### config.mk
export PLATFORM = sky130hd
export DESIGN_NAME = csr_rmw_seq
export DESIGN_NICKNAME = d
export VERILOG_FILES = /design/src/rtl/csr_rmw_seq.sv
export SDC_FILE = /design/constraint.sdc
export NUM_CORES = 1
export LEC_CHECK = 0
export ABC_CLOCK_PERIOD_IN_PS = 1600
export CORE_MARGIN = 8
export CORE_UTILIZATION = 38
export CTS_BUF_LIST = sky130_fd_sc_hd__clkbuf_8
export CTS_CLUSTER_SIZE = 40
export DETAILED_ROUTE_END_ITERATION = 16
export PLACE_DENSITY = 0.88
export SYNTH_ARGS = -nofsm -noshare
export SYNTH_HDL_FRONTEND = slang
export SYNTH_SLANG_ARGS = --single-unit
### constraint.sdc
create_clock -name clk -period 1.6 [get_ports clk]
set_input_delay 0.4 -clock clk [delete_from_list [all_inputs] [get_ports clk]]
set_output_delay 0.4 -clock clk [all_outputs]
set_load 0.05 [all_outputs]
### src/rtl/csr_rmw_seq.sv
// Zicsr read-modify-write sequencer: takes one CSR instruction from decode, reads the CSR,
// writes back the modified value, and returns the old value for rd writeback.
module csr_rmw_seq #(
  parameter int unsigned XLEN    = 32,
  parameter int unsigned CSR_AW  = 12,
  parameter logic [2:0]  IMM_I   = 3'd0,
  parameter logic [2:0]  IMM_CSR = 3'd5
) (
  input  logic              clk,
  input  logic              rst_n,
  input  logic              req_valid,
  output logic              req_ready,
  input  logic [31:0]       req_instr,
  input  logic [XLEN-1:0]   rs1_data,
  output logic [2:0]        imm_sel,
  input  logic [XLEN-1:0]   imm_val,
  input  logic              flush,
  output logic [CSR_AW-1:0] csr_addr,
  output logic              csr_ren,
  input  logic [XLEN-1:0]   csr_rdata,
  output logic              csr_wen,
  output logic [XLEN-1:0]   csr_wdata,
  output logic              resp_valid,
  input  logic              resp_ready,
  output logic [4:0]        resp_rd,
  output logic [XLEN-1:0]   resp_data,
  output logic              resp_err,
  output logic [1:0]        dbg_state_o
);

  // Handshakes: a transfer happens on a rising edge where valid and ready are both high.
  // req_ready is high only in IDLE; resp_* hold stable while resp_valid waits for resp_ready.

  typedef enum logic [1:0] {
    S_IDLE  = 2'd0,
    S_READ  = 2'd1,
    S_WRITE = 2'd2,
    S_RESP  = 2'd3
  } state_t;

  state_t            state_q;
  logic [CSR_AW-1:0] addr_q;
  logic [4:0]        rd_q;
  logic [2:0]        f3_q;
  logic              src_zero_q;
  logic [XLEN-1:0]   operand_q;
  logic [XLEN-1:0]   resp_data_q;
  logic              err_q;

  logic [2:0]        req_f3;
  logic              req_legal;
  logic [XLEN-1:0]   new_val;
  logic              write_allowed;
  logic              unused_instr;

  assign req_f3       = req_instr[14:12];
  assign req_legal    = (req_f3[1:0] != 2'b00);
  assign unused_instr = ^req_instr[6:0];

  assign imm_sel = req_instr[14] ? IMM_CSR : IMM_I;

  always_comb begin
    new_val = operand_q;
    case (f3_q[1:0])
      2'b10:   new_val = csr_rdata | operand_q;
      2'b11:   new_val = csr_rdata & ~operand_q;
      default: new_val = operand_q;
    endcase
  end

  // Set/clear with a zero source register or zimm must not cause a write side effect.
  assign write_allowed = !(f3_q[1] && src_zero_q);

  assign req_ready   = (state_q == S_IDLE);
  assign csr_ren     = (state_q == S_READ);
  assign csr_wen     = (state_q == S_WRITE) && write_allowed && !flush;
  assign csr_wdata   = (state_q == S_WRITE) ? new_val : '0;
  assign csr_addr    = (state_q == S_IDLE) ? '0 : addr_q;
  assign resp_valid  = (state_q == S_RESP);
  assign resp_rd     = rd_q;
  assign resp_data   = resp_data_q;
  assign resp_err    = err_q;
  assign dbg_state_o = state_q;

  always_ff @(posedge clk or negedge rst_n) begin
    if (!rst_n) begin
      state_q     <= S_IDLE;
      addr_q      <= '0;
      rd_q        <= '0;
      f3_q        <= '0;
      src_zero_q  <= 1'b0;
      operand_q   <= '0;
      resp_data_q <= '0;
      err_q       <= 1'b0;
    end else begin
      case (state_q)
        S_IDLE: begin
          if (req_valid && !flush) begin
            addr_q      <= req_instr[20 +: CSR_AW];
            rd_q        <= req_instr[11:7];
            f3_q        <= req_f3;
            src_zero_q  <= (req_instr[19:15] == 5'd0);
            operand_q   <= req_f3[2] ? imm_val : rs1_data;
            resp_data_q <= '0;
            err_q       <= !req_legal;
            state_q     <= req_legal ? S_READ : S_RESP;
          end
        end
        S_READ: begin
          state_q <= flush ? S_IDLE : S_WRITE;
        end
        S_WRITE: begin
          if (flush) begin
            state_q <= S_IDLE;
          end else begin
            resp_data_q <= csr_rdata;
            state_q     <= S_RESP;
          end
        end
        S_RESP: begin
          if (flush || resp_ready) state_q <= S_IDLE;
        end
        default: state_q <= S_IDLE;
      endcase
    end
  end

endmodule
==> flow_metrics.py, run 1 <==
metrics = {
    "power": {
        "cellLeakagePower_nw": 4.063,
        "cellPowerDensity_nw_per_um2": 1170,
        "fin_total_pwr_w": 0.01059,
        "peakVddDrop_mv": 0.7063,
    },
    "sta": {
        "finalWorstPathRequiredPeriod_ns": 1.971,
        "finish_stage_setup_viols": 101,
        "period_share": 1.232,
        "maxClockFrequency_mhz": 507.4,
        "finClkSkew_ns": 0.007660,
        "finalHoldViolCount": 0,
        "timing_max_transition_violations_final": 0,
        "final.setup.worst_slack_ns": -0.3708,
        "rsz0062_at_grt": "true",
    },
    "floorplan": {
        "io-pin-count": 224,
        "die_width_um": 124.6,
        "initial_utilization": 0.3911,
        "area_enclosed_by_the_die_boundary_um2": 15530,
        "core_area_um2": 11470,
        "core.rowCount": 39,
        "die_ht_um": 124.6,
    },
    "setup_path": {
        "worst-r2r-setup-slack_ns": -0.14,
        "worst_setup_path_end_kind": "output pin",
        "reg2regPathDepth": 6,
        "r2r_start": "dbg_state_o[1]$_DFFE_PN0P_",
        "crit_path_max_fanout": 11,
        "worst_r2r_endpoint": "addr_q[9]$_DFFE_PN0P_",
        "cp.required_ns": 1.20,
        "critical_path.startpoint_type": "register",
        "worst-setup-path-type": "register to output pin",
        "setup.worst_path.start": "f3_q[1]$_DFFE_PN0P_",
        "cp.arrival_ns": 1.57,
        "critical_path.endpoint": "csr_wdata[25]",
    },
    "finish": {
        "filler_cell_count": 671,
        "multiInputGateArea_um2": 2868,
        "area_growth_syn_to_layout_pct": 101.7,
        "final_nets": 824,
        "antennaDiodeCount": 0,
        "final_cell_count_no_fill": 839,
        "final-seq-area_um2": 2181,
        "final_layout_size_suffix_gt1_frac": 0.4282,
    },
    "place": {
        "gp_routability_congestion": 0.8702,
        "placed_cells": 791,
        "numPortBuffers": 215,
        "dpl.hpwl_mm": 12.88,
    },
    "clock_tree": {
        "clock_sink_count": 87,
        "clk_latency_ns": 0.36,
        "clk_pin_slew_worst_paths_ns": 0.09,
        "clock_tree.root_cell": "sky130_fd_sc_hd__clkbuf_8",
        "clock_path_buffers": 2,
        "tritoncts": "built",
        "cts_buffers": 9,
        "htree_num_levels": 3,
    },
    "global_route": {
        "first_global_vias": 4902,
        "grt_antenna_before_repair": 0,
        "global_route.overflow_total": 0,
        "wire_length_of_the_first_global_routing_pass_mm": 26.97,
        "grt_start_max_net_pins": 43,
        "grt_use_total": 0.2144,
    },
    "routing": {
        "detail_route.drc_violations": 0,
        "routedWlPerCell_um": 22.89,
        "drt-pass1-iter-count": 5,
        "route.vias.total": 4672,
        "drt-total-wl_mm": 19.20,
        "drt_iter0_drc": 293,
        "viasPerCell": 5.569,
        "drt.antenna.violating_nets": 0,
    },
    "synthesis": {
        "synthCells": 440,
        "postSynthNetCount": 573,
        "syn_area_um2": 4484,
        "ys.warnings.count": 0,
        "synthesis.area_per_instance_um2": 10.19,
        "synth.distinct_cells": 26,
        "synth_seq_area_share": 0.4855,
        "synth-seq-cells": 87,
    },
    "hold_path": {
        "timing.hold.worst.class": "input port to async pin",
    },
    "run_status": {
        "run_status": "finished, violations left",
        "violated_checks": "negative setup slack",
    },
    "flow_run": {
        "drv_cap": 0,
    },
}
==> state kept, by name, indices dropped and copies added (netlist names) <==
| register | flops |
|---|---|
| addr_q | 12 |
| dbg_state_o | 2 |
| f3_q | 2 |
| operand_q | 32 |
| resp_data | 32 |
| resp_err | 1 |
| resp_rd | 5 |
| src_zero_q | 1 |
==> worst min path at each step <==
stage	slack, ns	endpoint	startpoint
detailed placement	0.35	resp_data[5]$_DFFE_PN0P_	rst_n
CTS	0.50	resp_data[6]$_DFFE_PN0P_	rst_n
finish	0.50	resp_data[5]$_DFFE_PN0P_	rst_n
floorplan	0.10	addr_q[0]$_DFFE_PN0P_	rst_n
global route	0.52	resp_data[5]$_DFFE_PN0P_	rst_n
global placement	0.34	resp_data[8]$_DFFE_PN0P_	rst_n
==> power by group <==
group          leakage (nW)  switching, W  total [W]  internal (W)
logic                  2.91       0.00314    0.00597       0.00283
clock network         0.102      0.000773    0.00135      0.000578
registers              1.05      0.000544    0.00326       0.00272
total                  4.06       0.00445     0.0106       0.00613
==> cells in the mapped netlist <==
library cell,n,area share
sky130_fd_sc_hd__mux2_1,1,0.0025
sky130_fd_sc_hd__a21oi_1,64,0.071
sky130_fd_sc_hd__nand3b_1,32,0.054
sky130_fd_sc_hd__inv_1,3,0.0025
sky130_fd_sc_hd__buf_4,7,0.012
sky130_fd_sc_hd__a21o_1,32,0.054
sky130_fd_sc_hd__mux2_2,18,0.045
sky130_fd_sc_hd__nand2_1,35,0.029
sky130_fd_sc_hd__a211oi_1,1,0.0017
sky130_fd_sc_hd__and3_1,1,0.0014
sky130_fd_sc_hd__nor2b_1,13,0.018
sky130_fd_sc_hd__conb_1,1,0.00084
sky130_fd_sc_hd__clkbuf_1,20,0.017
sky130_fd_sc_hd__nor4bb_1,32,0.071
sky130_fd_sc_hd__o21ai_0,2,0.0022
sky130_fd_sc_hd__o21ai_1,1,0.0011
sky130_fd_sc_hd__nor4b_4,1,0.0053
sky130_fd_sc_hd__buf_1,2,0.0017
sky130_fd_sc_hd__dfrtp_1,87,0.49
sky130_fd_sc_hd__o31ai_1,2,0.0033
sky130_fd_sc_hd__nor3_1,1,0.0011
sky130_fd_sc_hd__buf_2,14,0.016
sky130_fd_sc_hd__mux2i_1,32,0.071
sky130_fd_sc_hd__nand2b_1,1,0.0014
sky130_fd_sc_hd__nor2_1,36,0.030
sky130_fd_sc_hd__nand3_1,1,0.0011
==> layer usage <==
layer,track usage,vias to the layer above,share of wire
met5,0,-,0
met2,0.3870,187,0.52
met4,0.09709,0,0.036
li1,-,2063,-
met1,0.2278,2370,0.38
met3,0.05745,52,0.063
==> metrics by stage <==
| stage | setup WS (ns) | area (µm²) | hold WS, ns | TNS [ns] | util |
|---|---|---|---|---|---|
| after global placement | -0.3015 | 7801 | 0.3403 | -19.80 | 0.6803 |
| after floorplan | -0.1664 | 5062 | 0.1044 | -7.021 | - |
| after CTS | -0.3694 | 8240 | 0.4986 | -16.43 | 0.7186 |
| after detailed placement | -0.3705 | 7801 | 0.3488 | -22.71 | 0.6803 |
| after global routing | -0.4246 | 9046 | 0.5197 | -24.31 | 0.7889 |
| final | -0.3708 | 9046 | 0.4989 | -19.60 | 0.7889 |
==> cell usage in the layout (no fill, tap or decap), drive strengths merged, types with 2 or more instances in the layout <==
master,instances
inv,7
clkbuf,20
a21oi,64
dfrtp,87
nor2b,13
nand2,35
nand3b,32
mux2i,32
o31ai,2
nor4bb,32
clkdlybuf4s50,122
o21ai,3
buf,150
mux2,19
a21o,32
nor2,36
==> cell type report <==
cell class,count,area share
flip-flops and latches,87,0.2411
inverters,3,0.001660
repair buffers,283,0.4026
clock buffers,10,0.01521
clock inverters,6,0.002628
well taps,143,0.01978
multi-input cells,307,0.3170
==> worst max-delay path, stage by stage, from the launching register on <==
cell and delay (ns):
sky130_fd_sc_hd__dfrtp_2 0.46, sky130_fd_sc_hd__nand2_4 0.14, sky130_fd_sc_hd__clkbuf_16 0.19, sky130_fd_sc_hd__nand2_1 0.10, sky130_fd_sc_hd__a21oi_4 0.14, sky130_fd_sc_hd__buf_6 0.17
==> what timing repair did <==
action                                  4_1_cts  5_1_grt
gates cloned                                  1       14
resized for setup                            55      128
endpoints found under the hold margin        24        0
endpoints found under the setup margin       50      128
hold buffers                                  1        0
pin swaps                                     2        5
buffers inserted                              5       13
==> logic make-up after synthesis <==
group | share of synthesized area
AO/OA/AOI/OAI | 0.1334
other | 0.0008363
buffers and inverters | 0.04827
multiplexers | 0.1191
flip-flops | 0.4855
AND/OR/NAND/NOR | 0.2129
No activity file was read; power rests on OpenSTA's default activity.
==> run 2, diff against run 1 <==
Settings changed: ABC_CLOCK_PERIOD_IN_PS 1600 to 1900, CORE_UTILIZATION 38 to 42, PLACE_DENSITY 0.88 to 0.91.
Clock period 1.6 ns to 1.9 ns, I/O delays scaled along.
==> flow_metrics.py, run 2 (synthesis gave the netlist of run 1 again) <==
metrics = {
    "finish": {
        "antennaDiodeCount": 0,
        "final-seq-area_um2": 2181,
        "final_cell_count_no_fill": 804,
        "final_nets": 797,
        "multiInputGateArea_um2": 2570,
        "final_common_cell": "sky130_fd_sc_hd__clkdlybuf4s50_1",
        "final_layout_size_suffix_gt1_frac": 0.3323,
        "utilization": 0.7708,
        "area_growth_syn_to_layout_pct": 78.24,
        "filler_cell_count": 678,
        "layout.cells.most_common_list": "122 x sky130_fd_sc_hd__clkdlybuf4s50_1, 84 x sky130_fd_sc_hd__dfrtp_1, 58 x sky130_fd_sc_hd__buf_4",
    },
    "global_route": {
        "grt_start_max_net_pins": 45,
        "grt_antenna_before_repair": 0,
        "first_global_vias": 4988,
        "wire_length_of_the_first_global_routing_pass_mm": 27.01,
        "grt_use_total": 0.2382,
        "global_route.overflow_total": 0,
    },
    "power": {
        "cellLeakagePower_nw": 3.684,
        "p_sw_w": 0.003449,
        "sw_frac_of_total": 0.4186,
        "peakVddDrop_mv": 0.6183,
        "power.share.sequential": 0.316,
        "cellPowerDensity_nw_per_um2": 1031,
        "p_comb_frac": 0.526,
        "pwr-share-clk": 0.158,
        "p_int_w": 0.004790,
        "fin_total_pwr_w": 0.008239,
    },
    "hold_path": {
        "timing.hold.worst_path_depth": 1,
        "timing.hold.worst.class": "register to register",
        "timing.hold.worst.start": "resp_data[18]$_DFFE_PN0P_",
        "timing.hold.worst_endpoint": "resp_data[18]$_DFFE_PN0P_",
    },
    "setup_path": {
        "worst_setup_path_end_kind": "output pin",
        "max_stage_delay_ns": 0.44,
        "reg2regPathDepth": 5,
        "cp.required_ns": 1.42,
        "worst_r2r_endpoint": "resp_rd[1]$_DFFE_PN0P_",
        "crit_chain": "nand2b_4 -> buf_12 -> a21oi_4 -> buf_6",
        "cp.arrival_ns": 1.55,
        "r2r_start": "dbg_state_o[1]$_DFFE_PN0P_",
        "worst-setup-path-type": "register to output pin",
        "critical_path.startpoint_type": "register",
        "cp_slowest_cell": "sky130_fd_sc_hd__dfrtp_2",
        "crit_path_max_fanout": 10,
        "worst-r2r-setup-slack_ns": 0.11,
    },
    "routing": {
        "route.vias.total": 4373,
        "detail_route.drc_violations": 0,
        "viasPerCell": 5.439,
        "drt_iter0_drc": 281,
        "routedWlPerCell_um": 21.36,
        "drt.antenna.violating_nets": 0,
        "drt-pass1-iter-count": 6,
        "drt-total-wl_mm": 17.18,
    },
    "floorplan": {
        "area_enclosed_by_the_die_boundary_um2": 14240,
        "die_ht_um": 119.3,
        "initial_utilization": 0.4324,
        "io-pin-count": 224,
        "core_area_um2": 10370,
        "core.rowCount": 37,
        "die_width_um": 119.3,
    },
    "clock_tree": {
        "clk_latency_ns": 0.35,
        "cts_buffers": 9,
        "clock_tree.root_cell": "sky130_fd_sc_hd__clkbuf_8",
        "htree_num_levels": 3,
        "clock_path_buffers": 2,
        "clk_pin_slew_worst_paths_ns": 0.08,
        "clock_sink_count": 87,
        "tritoncts": "built",
    },
    "flow_run": {
        "drv_cap": 0,
    },
    "place": {
        "gp_routability_congestion": 0.9014,
        "placed_cells": 775,
        "numPortBuffers": 215,
        "dpl.hpwl_mm": 12.48,
    },
    "sta": {
        "timing_max_transition_violations_final": 0,
        "finClkSkew_ns": 0.005292,
        "finalHoldViolCount": 0,
        "rsz0062_at_grt": "true",
        "finalWorstPathRequiredPeriod_ns": 2.025,
        "maxClockFrequency_mhz": 493.8,
        "period_share": 1.066,
        "totalNegativeSetupSlack_ns": -3.683,
        "final.setup.worst_slack_ns": -0.1253,
        "finish_stage_setup_viols": 46,
    },
    "run_status": {
        "run_status": "finished, violations left",
        "violated_checks": "negative setup slack",
    },
}
-- run 2: changes by cell type in the layout (fill, tap and decap cells not counted), moves of 11 or more --
cell and change:
sky130_fd_sc_hd__mux2_4 -19, sky130_fd_sc_hd__buf_12 -30, sky130_fd_sc_hd__a21oi_2 -29, sky130_fd_sc_hd__buf_4 +33, sky130_fd_sc_hd__a21oi_1 +31, sky130_fd_sc_hd__nor2_1 +17, sky130_fd_sc_hd__nor2_2 -11, sky130_fd_sc_hd__buf_6 -17
sky130_fd_sc_hd__mux2_2 +18
-- run 2: through the flow --
stage,hold WS [ns],cell area (µm²),worst slack (ns)
after detailed placement,0.3846,7370,-0.09775
after global placement,0.3824,7370,-0.07574
after global routing,0.5006,7993,-0.1636
final,0.4812,7993,-0.1253
after CTS,0.4858,7968,-0.1277
after floorplan,0.1794,4932,-0.2002
-- run 2: cell type report --
cell class,instances,area share
repair buffers,256,0.3579
multi-input cells,307,0.3215
flip-flops and latches,87,0.2729
well taps,136,0.02129
clock buffers,11,0.01894
clock inverters,4,0.005636
inverters,3,0.001879
-- run 2: how the worst max path moves through the flow --
stage | endpoint | slack, ns | startpoint
after floorplan | csr_wdata[0] | -0.20 | dbg_state_o[0]$_DFFE_PN0P_
after global placement | csr_wdata[3] | -0.08 | csr_rdata[3]
after detailed placement | csr_wdata[29] | -0.1 | csr_rdata[29]
after CTS | csr_wdata[17] | -0.13 | f3_q[1]$_DFFE_PN0P_
after global routing | csr_wdata[3] | -0.16 | dbg_state_o[0]$_DFFE_PN0P_
final | csr_wdata[3] | -0.13 | dbg_state_o[0]$_DFFE_PN0P_
-- run 2: what timing repair did --
action / in CTS / in global routing
pin swaps: 2 / 1
hold buffers: 1 / 0
buffers inserted: 8 / 1
endpoints found under the setup margin: 48 / 50
cloned: 4 / 0
gates resized for setup: 58 / 6
endpoints found under the hold margin: 11 / 0
-- run 2: power by group through the flow --
stage	clock network [W]	logic, W	registers, W
floorplan	0	0.00199	0.00311
global placement	0	0.00391	0.00258
detailed placement	0	0.00401	0.00262
CTS	0.00134	0.00433	0.00260
global route	0.00141	0.00452	0.00266
finish	0.00130	0.00433	0.00260
-- run 2: worst max-delay path, delay by kind of cell (launching register included) --
family	cells	cell delay, ns
flip-flops	1	0.44
buffers and inverters	2	0.38
AND/OR/NAND/NOR	1	0.23
AO/OA/AOI/OAI	1	0.15
-- run 2: routing by layer --
metal / up-vias / wire [µm] / GRT usage
met5: - / 0 / 0
met4: 0 / 414 / 0.09212
met3: 31 / 1171 / 0.06330
met2: 173 / 9136 / 0.4334
met1: 2171 / 6453 / 0.2587
li1: 1998 / - / -
